### config.mk
export PLATFORM = sky130hd
export DESIGN_NAME = sprite_layer_sched
export DESIGN_NICKNAME = d
export VERILOG_FILES = /design/src/rtl/sprite_sched_pkg.sv /design/src/rtl/flash_timer.sv /design/src/rtl/sprite_layer_sched.sv
export SDC_FILE = /design/constraint.sdc
export NUM_CORES = 1
export LEC_CHECK = 0
export BUFFER_PORTS_ARGS = -buffer_cell sky130_fd_sc_hd__buf_4
export CAP_MARGIN = 10
export CELL_PAD_IN_SITES_DETAIL_PLACEMENT = 1
export CELL_PAD_IN_SITES_GLOBAL_PLACEMENT = 2
export CORE_ASPECT_RATIO = 0.9
export CORE_MARGIN = 2
export CORE_UTILIZATION = 35
export DETAILED_ROUTE_END_ITERATION = 8
export PLACE_DENSITY_LB_ADDON = 0.05
export SYNTH_ARGS = -nofsm -noshare
export SYNTH_HDL_FRONTEND = slang
export SYNTH_SLANG_ARGS = --single-unit
### constraint.sdc
create_clock -name vga_clk -period 2.5 [get_ports vga_clk]
set_input_delay 0.375 -clock vga_clk [delete_from_list [all_inputs] [get_ports vga_clk]]
set_output_delay 0.375 -clock vga_clk [all_outputs]
set_load 0.01 [all_outputs]
### src/rtl/sprite_sched_pkg.sv
// Shared geometry, flash timing and types for the beat-sequencer sprite column.
package sprite_sched_pkg;

    localparam int SPRITE_W     = 35;
    localparam int SPRITE_H     = 35;
    localparam int X_BASE       = 0;
    localparam int Y_BASE       = 86;
    localparam int Y_PITCH      = 56;
    localparam int FLASH_FRAMES = 8;

    typedef logic [1:0] sprite_idx_t;
    typedef logic [7:0] flash_cnt_t;

    // Top row of band idx, widened so later offset arithmetic cannot wrap.
    function automatic logic [19:0] band_top(input int base, input int pitch, input int idx);
        return 20'(base + idx * pitch);
    endfunction

endpackage

### src/rtl/flash_timer.sv
// One sprite's highlight timer: latches a beat hit and reloads its frame
// countdown only at frame start so the highlight never tears mid-frame.
module flash_timer #(
    parameter int FRAMES = 8
) (
    input  logic vga_clk,
    input  logic reset,
    input  logic hit,
    input  logic fs,
    output logic vis
);
    import sprite_sched_pkg::*;

    logic       pending_r;
    logic       pending_nxt_s;
    flash_cnt_t count_r;
    flash_cnt_t count_nxt_s;

    // Next-state: a hit on the fs cycle itself waits for the following fs.
    always_comb begin
        count_nxt_s   = count_r;
        pending_nxt_s = hit | (pending_r & ~fs);
        if (fs) begin
            if (pending_r) begin
                count_nxt_s = flash_cnt_t'(FRAMES);
            end else if (count_r != 8'd0) begin
                count_nxt_s = count_r - 8'd1;
            end else begin
                count_nxt_s = 8'd0;
            end
        end else begin
            count_nxt_s = count_r;
        end
    end

    // State and registered visibility flag.
    always_ff @(posedge vga_clk or posedge reset) begin
        if (reset) begin
            pending_r <= 1'b0;
            count_r   <= 8'd0;
            vis       <= 1'b0;
        end else begin
            pending_r <= pending_nxt_s;
            count_r   <= count_nxt_s;
            vis       <= (count_nxt_s != 8'd0);
        end
    end

endmodule

### src/rtl/sprite_layer_sched.sv
// Sprite column scheduler: picks the active band for the current pixel, drives
// the shared sprite ROM, and delivers a two-stage pixel tag aligned to ROM data.
module sprite_layer_sched #(
    parameter int NUM_SPRITES  = 4,
    parameter int SPRITE_W     = sprite_sched_pkg::SPRITE_W,
    parameter int SPRITE_H     = sprite_sched_pkg::SPRITE_H,
    parameter int X_BASE       = sprite_sched_pkg::X_BASE,
    parameter int Y_BASE       = sprite_sched_pkg::Y_BASE,
    parameter int Y_PITCH      = sprite_sched_pkg::Y_PITCH,
    parameter int ADDR_W       = 11,
    parameter int FLASH_FRAMES = sprite_sched_pkg::FLASH_FRAMES
) (
    input  logic                           vga_clk,
    input  logic                           reset,
    input  logic [9:0]                     DrawX,
    input  logic [9:0]                     DrawY,
    input  logic                           blank,
    input  logic [NUM_SPRITES-1:0]         hit,
    output logic [ADDR_W-1:0]              rom_address,
    output logic [$clog2(NUM_SPRITES)-1:0] rom_sel,
    output logic                           rom_valid,
    output logic                           pix_valid,
    output logic [$clog2(NUM_SPRITES)-1:0] pix_sel,
    output logic                           pix_flash,
    output logic [NUM_SPRITES-1:0]         flash_vis
);
    import sprite_sched_pkg::*;

    localparam int          SEL_W = $clog2(NUM_SPRITES);
    localparam logic [19:0] X_LO  = 20'(X_BASE);
    localparam logic [19:0] X_HI  = 20'(X_BASE + SPRITE_W);

    logic [19:0]            x_ext_s;
    logic [19:0]            y_ext_s;
    logic                   band_valid_s;
    logic [SEL_W-1:0]       sel_s;
    logic [ADDR_W-1:0]      addr_s;
    logic                   fs_s;
    logic [NUM_SPRITES-1:0] vis_s;

    // Band decode; scanning from the top index down lets the lowest index win.
    always_comb begin
        x_ext_s      = {10'd0, DrawX};
        y_ext_s      = {10'd0, DrawY};
        band_valid_s = 1'b0;
        sel_s        = '0;
        addr_s       = '0;
        for (int i = NUM_SPRITES - 1; i >= 0; i--) begin
            logic [19:0] y_top;
            logic        match;
            y_top = band_top(Y_BASE, Y_PITCH, i);
            match = blank && (x_ext_s >= X_LO) && (x_ext_s < X_HI) &&
                    (y_ext_s >= y_top) && (y_ext_s < y_top + 20'(SPRITE_H));
            band_valid_s = band_valid_s | match;
            sel_s        = match ? SEL_W'(i) : sel_s;
            addr_s       = match ? ADDR_W'((x_ext_s - X_LO) + (y_ext_s - y_top) * 20'(SPRITE_W))
                                 : addr_s;
        end
    end

    assign fs_s = (DrawX == 10'd0) && (DrawY == 10'd0);

    for (genvar g = 0; g < NUM_SPRITES; g++) begin : g_timer
        flash_timer #(
            .FRAMES (FLASH_FRAMES)
        ) u_flash_timer (
            .vga_clk (vga_clk),
            .reset   (reset),
            .hit     (hit[g]),
            .fs      (fs_s),
            .vis     (vis_s[g])
        );
    end

    assign flash_vis = vis_s;

    // Stage 1 feeds the ROM; stage 2 lines up with the ROM's negedge-sampled data.
    always_ff @(posedge vga_clk or posedge reset) begin
        if (reset) begin
            rom_address <= '0;
            rom_sel     <= '0;
            rom_valid   <= 1'b0;
            pix_valid   <= 1'b0;
            pix_sel     <= '0;
            pix_flash   <= 1'b0;
        end else begin
            rom_address <= addr_s;
            rom_sel     <= sel_s;
            rom_valid   <= band_valid_s;
            pix_valid   <= rom_valid;
            pix_sel     <= rom_sel;
            pix_flash   <= vis_s[rom_sel] & rom_valid;
        end
    end

endmodule

==> results of run 1 <==
cells in the final DEF, fill, tap and decap left out, types with 10 or more instances in the layout:
master and n:
o21ai_1 19, nand2_1 37, buf_6 32, o21ai_0 15, inv_1 119, ha_4 31
xnor2_2 12, inv_2 21, nor3_1 10, dfrtp_1 58, a21oi_1 19, nor2_1 31
o21ai_2 23, fa_1 40, nor2b_1 10, a21oi_2 15, buf_4 186, xnor2_1 39
xor2_1 10, ha_1 67, clkbuf_16 10
Yosys cell counts (3+ instances only):
library cell,instances
a221oi_1,3
fa_1,45
a31oi_1,7
o21ai_1,7
xnor2_1,53
or4_1,6
a22oi_1,8
o31ai_1,7
buf_4,4
or2_2,6
o21bai_1,3
a21boi_0,3
dfrtp_1,58
clkbuf_1,11
buf_6,3
nor4_1,8
a21o_1,9
buf_2,4
o21ai_0,54
or3_1,9
nand2b_1,8
ha_1,98
nand2_1,40
nor2_1,37
inv_1,142
nor3_1,14
a21oi_1,37
xor2_1,19
nand3_1,6
o41ai_1,4
nor2b_1,11
worst max-delay path, delay by kind of cell:
family                     cells  cell delay, ns
buffers and inverters          2            0.23
and+or+nand+nor                3            0.77
adders and majority gates      4            1.57
xor gates and xnor gates       2            0.38
AOI/OAI and AO/OA              4            0.60
cell families (layout without fill, tap and decap cells):
logic type                 after synthesis  after routing  share of synthesized area
AOI/OAI and AO/OA                      159            159                     0.1471
xor gates and xnor gates                72             72                    0.09347
adders and majority gates              143            143                     0.3153
buffers and inverters                  166            390                    0.09866
DFF                                     58             58                     0.2151
muxes                                    1              1                   0.003338
and+or+nand+nor                        163            163                     0.1270
sequential cells by signal, summed over array words and instances (netlist names):
name,count
g_timer.u_flash_timer.pending_r,4
pix_valid,1
g_timer.u_flash_timer.count_r,32
rom_valid,1
pix_sel,2
pix_flash,1
rom_address,11
g_timer.u_flash_timer.vis,4
rom_sel,2
layer usage:
layer / up-vias / global-route usage / routed length (um) / part of all wire
met4: 0 / 0.04036 / 344 / 0.015
met2: 90 / 0.4245 / 12510 / 0.54
met1: 3130 / 0.2744 / 9828 / 0.42
met3: 24 / 0.02088 / 509 / 0.022
met5: - / 0 / 0 / 0
li1: 2969 / - / - / -
what timing repair did:
| action | 4_1_cts | 5_1_grt |
|---|---|---|
| buffers inserted | 15 | 29 |
| pin swaps | 76 | 90 |
| cloned | 1 | 1 |
| resized for setup | 119 | 140 |
| setup endpoints to repair | 27 | 17 |
power groups by stage:
| stage | sequential [W] | clock [W] | combinational, W |
|---|---|---|---|
| floorplan | 0.000970 | 0 | 0.00270 |
| global placement | 0.000966 | 0 | 0.00415 |
| detailed placement | 0.000966 | 0 | 0.00428 |
| CTS | 0.000950 | 0.00125 | 0.00485 |
| global route | 0.000951 | 0.00129 | 0.00583 |
| finish | 0.000950 | 0.00122 | 0.00528 |
final timing paths:
check,end,cells after the start,from
min,g_timer[0].u_flash_timer.vis,2,reset
max,rom_address[10],15,DrawY[5]
min reg2reg,pix_valid,0,rom_valid
max reg2reg,g_timer[3].u_flash_timer.vis,8,g_timer[3].u_flash_timer.count_r[2]
max in group asynchronous,g_timer[1].u_flash_timer.vis,3,reset
min in group vga_clk,g_timer[1].u_flash_timer.pending_r,2,hit[1]
final cells by class:
| type | count | area [sq um] | share of cell area |
|---|---|---|---|
| clock buffers | 12 | 246.5 | 0.02366 |
| clock inverters | 3 | 40.04 | 0.003842 |
| inverters | 143 | 541.8 | 0.05199 |
| multi-input cells | 538 | 5831 | 0.5596 |
| flip-flops and latches | 58 | 1451 | 0.1393 |
| well taps | 250 | 312.8 | 0.03002 |
| repair buffers | 232 | 1997 | 0.1916 |
through the flow:
stage	hold slack, ns	utilization
floorplan	0.4276	-
finish	0.1549	0.5473
CTS	0.1739	0.5027
global placement	0.3956	0.4513
global route	0.2148	0.5473
detailed placement	0.4008	0.4513
==> out/qor.yml, run 1 <==
synthesis:
  synth_seq_area_share: 0.2151
  syn_avg_cell_area_sq_um: 8.854
  synthesis.area_sq_mm: 0.006746
  syn-num-nets: 932
  yosys_warnings: 0
  synth_top_cell_by_area: "dfrtp_1"
  synthFlopType: "dfrtp_1"
  ys_ff_latch: 58
  synth-edff-count: 0
  ys_types: 59
  netlist_instances: 762
  async_flop_share: 1.000
  synthDominantCellAreaShare: 0.2151
  synth_area_leaders: "dfrtp_1, ha_1, fa_1"
cts:
  ctsHoldBuffers: 0
  htreeDepth: 3
  cts.sinks: 58
  cts_max_path_buffers: 2
  clock_latency_ns: 0.33
  root_buffer: "clkbuf_16"
  numCtsBuffers: 9
  cts_tree: "built"
  clkTransAtPathRegs_ns: 0.05
grt:
  grtUsageTotal: 0.2233
  grt_max_degree: 31
  antenna_found_initial: 0
  grt_pass1_vias: 6862
  grt_pass1_wl_um: 35570
  overflow: 0
floorplan:
  io_pins: 49
  dieArea_sq_mm: 0.02040
  initial_core_util: 0.3544
  fp.coreArea_sq_mm: 0.01904
  die_width_um: 150.3
  die_h_um: 135.7
  fp-row-count: 48
timing:
  clock_skew_ns: 0.005259
  period_needed_ns: 3.682
  postLayoutSetupSlackWorst_ns: -1.182
  worst_pin_slew_ns: 0.6699
  fmax_ghz: 0.2716
  slew_headroom: 0.5493
  tns_ns: -33.07
  slew_violations: 0
  rsz0062_at_grt: "true"
  hold_viol: 0
  finalCritPeriodShare: 1.473
  finalSetupViolCount: 48
setup_path:
  cp_max_fo: 5
  critPathKind: "input pin to flop"
  worst_ep_arrival_time_ns: 3.93
  crit_chain: "buf_8 > buf_6 > or4_4 > a31oi_4 > xor2_2 > ha_1 > fa_1 > fa_2 > ha_4 > nor2_1 > nor2_1 > o41ai_2 > xnor2_1 > a21oi_1 > a22oi_1"
  crit_top_cell: "nor2_1"
  cpMaxStageDelayCell: "or4_4"
  cpPeakStageDelay_ns: 0.60
  end_kind: "flop"
  cp_data_required_time_ns: 2.74
  r2r_slack_ns: -0.09
  cp-start-kind: "input pin"
power_and_ir_drop:
  seq_power_share: 0.127
  leakagePower_nw: 4.863
  ir_drop_uv: 328.4
  power.share.clock: 0.164
  p_int_w: 0.004427
  switching_share: 0.4061
  comb_power_share: 0.709
  p_sw_w: 0.003027
  report.power.total_w: 0.007455
  power_density_mw_per_mm2: 715.4
routing:
  drt-total-wl_um: 23200
  vias: 6213
  drtIter0Drc: 140
  wl_per_cell_um: 18.77
  via_per_inst: 5.027
  ant_nets: 0
  drcViolationCount: 0
  first_pass_iters: 4
placement:
  port_buffers: 48
  place.gp.congestion: 0.9060
  hpwlAfterDp_um: 17800
  place_area_sq_mm: 0.008592
  placed_cells: 1178
  dpl_worst_slack_ns: -1.703
status:
  status: "complete, but fails checks"
  violations: "negative setup slack"
final_layout:
  fill_cells: 2089
  final_nets: 1152
  final_cell_count_no_fill: 1236
  synthToLayoutAreaGrowth_pct: 54.45
  antennaDiodeCount: 0
  drive_gt1_frac: 0.4432
  design_area_sq_mm: 0.01042
hold_path:
  hp-class: "input pin to async pin"
flow_run:
  cap_violations: 0
Power figures use the tool's default switching activity.
==> run 2, diff against run 1 <==
Settings changed: ABC_AREA from default to 1, CORE_UTILIZATION 35 to 36, PLACE_DENSITY from default to 0.8, PLACE_DENSITY_LB_ADDON 0.05 to default.
Clock period 2.5 ns to 3.65 ns, I/O delays scaled along.
==> run 2 against run 1 <==
- the flow still finishes with violations (negative setup slack)
- synthesized cell count up 41%
- sequential cell count is the same
- clock power fell by 25%
- cell count rose by 27%
- utilization fell by 2.9 points
- largest cell class unchanged
- largest power group unchanged
==> out/qor.yml, run 2 <==
routing:
  drcViolationCount: 0  # unchanged
  drt-total-wl_um: 26930  # +16%
  ant_nets: 0  # unchanged
  drtIter0Drc: 311  # +120%
  wl_per_cell_um: 17.15  # -8.6%
  vias: 7619  # +23%
  first_pass_iters: 4  # unchanged
  via_per_inst: 4.853  # -3.5%
final_layout:
  synthToLayoutAreaGrowth_pct: 42.04
  final_nets: 1450  # +26%
  mostFrequentLayoutCells: "inv_1, nand2_1, buf_4"
  antennaDiodeCount: 0  # unchanged
  largest_reg_flops: 32  # unchanged
  final_cell_count_no_fill: 1570  # +27%
  regMostFlops: "g_timer.u_flash_timer.count_r"
  final_common_cell: "inv_1"
  fill_cells: 2571  # +23%
  design_area_sq_mm: 0.01074  # +3.1%
  largestRegisters: "g_timer.u_flash_timer.count_r (32), rom_address (11)"
  drive_gt1_frac: 0.3006  # -0.1426
synthesis:
  ys_ff_latch: 58  # unchanged
  synth-edff-count: 0  # unchanged
  syn-num-nets: 1245  # +34%
  synthesis.area_sq_mm: 0.007562  # +12%
  synth.most_common_cell: "inv_1"
  ys_types: 45  # -24%
  netlist_instances: 1075  # +41%
  yosys_warnings: 0  # unchanged
  async_flop_share: 1.000  # unchanged
  ys_top_cells_by_count: "inv_1, nand2_1, ha_1"
  synth_seq_area_share: 0.1919  # -0.02321
  synthDominantCellAreaShare: 0.1919  # -0.02321
  syn_avg_cell_area_sq_um: 7.035  # -21%
  synthFlopType: "dfrtp_1"
  synth_top_cell_by_area: "dfrtp_1"
  synth_area_leaders: "dfrtp_1, ha_1, inv_1"
grt:
  use_met3: 0.02382  # +0.002949
  overflow: 0  # unchanged
  antenna_found_initial: 0  # unchanged
  grt_pass1_vias: 8097  # +18%
  use_met2: 0.4215  # -0.002981
  grt_max_degree: 41  # +32%
  grtUsageTotal: 0.2416  # +0.01826
  grt_pass1_wl_um: 41910  # +18%
  top_usage_layer: "met2"
  met1_usage: 0.3205  # +0.04617
placement:
  place.gp.congestion: 0.8827  # -2.6%
  place_area_sq_mm: 0.009351  # +8.8%
  port_buffers: 48  # unchanged
  dpl_worst_slack_ns: -0.7113  # +0.9916 ns
  placed_cells: 1534  # +30%
  hpwlAfterDp_um: 21160  # +19%
power_and_ir_drop:
  power_density_mw_per_mm2: 488.5  # -32%
  leakagePower_nw: 5.783  # +19%
  ir_drop_uv: 224.0  # -32%
timing:
  finalSetupViolCount: 4  # -92%
  period_needed_ns: 3.774
  worst_pin_slew_ns: 0.8630  # +0.1931 ns
  hold_viol: 0  # unchanged
  postLayoutSetupSlackWorst_ns: -0.1237  # +1.059 ns
  finalCritPeriodShare: 1.034
  slew_headroom: 0.4238  # -0.1254
  timing.hold.ws_ns: 0.4141  # +0.2592 ns
  tns_ns: -0.2071  # +32.86 ns
  fmax_ghz: 0.2650
  rsz0062_at_grt: "true"
  slew_violations: 0  # unchanged
  clock_skew_ns: 0.006504  # +0.001245 ns
floorplan:
  fp.coreArea_sq_mm: 0.02071  # +8.8%
  dieArea_sq_mm: 0.02218  # +8.7%
  io_pins: 49  # unchanged
  die_h_um: 141.5  # +4.3%
  die_width_um: 156.8  # +4.3%
  fp-row-count: 50  # +4.2%
  initial_core_util: 0.3652  # +0.01083
cts:
  numCtsBuffers: 9  # unchanged
  cts_tree: "built"
  htreeDepth: 3  # unchanged
  clkTransAtPathRegs_ns: 0.06  # about the same
  ctsHoldBuffers: 0  # unchanged
  cts_max_path_buffers: 2  # unchanged
  clock_latency_ns: 0.32  # about the same
  root_buffer: "clkbuf_16"
  cts.sinks: 58  # unchanged
setup_path:
  worst_ep_arrival_time_ns: 3.97  # +0.04 ns
  cp_num_buf_inv: 7  # +5
  end_kind: "flop"
  r2r_slack_ns: 1.56  # +1.65 ns
  cp_max_fo: 4  # -1
  cpPeakStageDelay_ns: 0.56  # -0.04 ns
  cp_data_required_time_ns: 3.85  # +1.11 ns
  critPathKind: "input pin to flop"
  r2r_start: "g_timer[2].u_flash_timer.count_r[4]"
  cpMaxStageDelayCell: "fa_1"
  cp-start-kind: "input pin"
  crit_family: "adder cells"
  crit_top_cell: "buf_6"
  crit_path_start: "DrawY[2]"
  crit_chain: "buf_8 > buf_6 > a21oi_4 > buf_6 > xor2_4 > buf_6 > buf_6 > buf_6 > ha_4 > fa_1 > fa_2 > ha_4 > a21oi_4 > o31ai_4 > a21oi_2 > inv_1 > nand2_1 > nand2_2 > nand2_2 > nand4_1"
status:
  violations: "negative setup slack"
  status: "complete, but fails checks"
hold_path:
  hp-class: "input pin to async pin"
flow_run:
  cap_violations: 0  # unchanged
run 2: cells by family after synthesis:
logic type      share of synthesized area
simple gates                       0.2531
compound gates                    0.08984
xor+xnor                          0.03938
buf+inv                            0.1444
fa+ha+maj                          0.2813
flops                              0.1919
run 2: per-layer routing:
layer,part of all wire,up-vias
li1,-,3754
met1,0.46,3680
met2,0.48,133
met3,0.027,52
met4,0.029,0
met5,0,-
run 2: cell type report:
cell class	instances	area (sq um)	share of cell area
Multi-Input combinational cell	743	5937	0.5527
Sequential cell	58	1451	0.1351
Clock inverter	5	78.83	0.007338
Timing Repair Buffer	210	1687	0.1570
Clock buffer	10	239.0	0.02225
Inverter	258	991.0	0.09225
Tap cell	286	357.8	0.03331
run 2: worst reg2reg max path: stages, from the launching register on:
cell and delay (ns):
dfrtp_1 0.43, nor2_1 0.20, nand2_1 0.10, nor3b_1 0.35, nor2_1 0.13, nand2_1 0.09, nand2_1 0.04, o21ai_1 0.11
nand2_1 0.08, nor3_1 0.25, nand4_1 0.16
run 2: repair_timing:
item / 4_1_cts / 5_1_grt
pin swaps: 53 / 76
endpoints found under the hold margin: 0 / 0
resized for setup: 70 / 106
endpoints found under the setup margin: 6 / 6
setup buffers: 10 / 11
run 2: stage by stage:
stage / power [W] / utilization
floorplan: 0.002353 / -
global placement: 0.003376 / 0.4516
detailed placement: 0.003469 / 0.4516
CTS: 0.004835 / 0.4888
global route: 0.005669 / 0.5187
finish: 0.005247 / 0.5187
run 2: power by group:
part | switching, W | total (W) | internal (W) | leakage [nW]
logic | 0.00200 | 0.00368 | 0.00168 | 4.91
clock network | 0.000310 | 0.000921 | 0.000611 | 0.158
registers | 0.000000857 | 0.000646 | 0.000645 | 0.711
run 2: path summary, 6_finish.rpt:
check | end | cells after the start
max | rom_address[10] | 20
min | g_timer[0].u_flash_timer.count_r[2] | 2
max reg2reg | g_timer[2].u_flash_timer.vis | 10
min reg2reg | pix_valid | 0
max in group asynchronous | rom_address[10] | 3
min in group vga_clk | g_timer[2].u_flash_timer.pending_r | 2
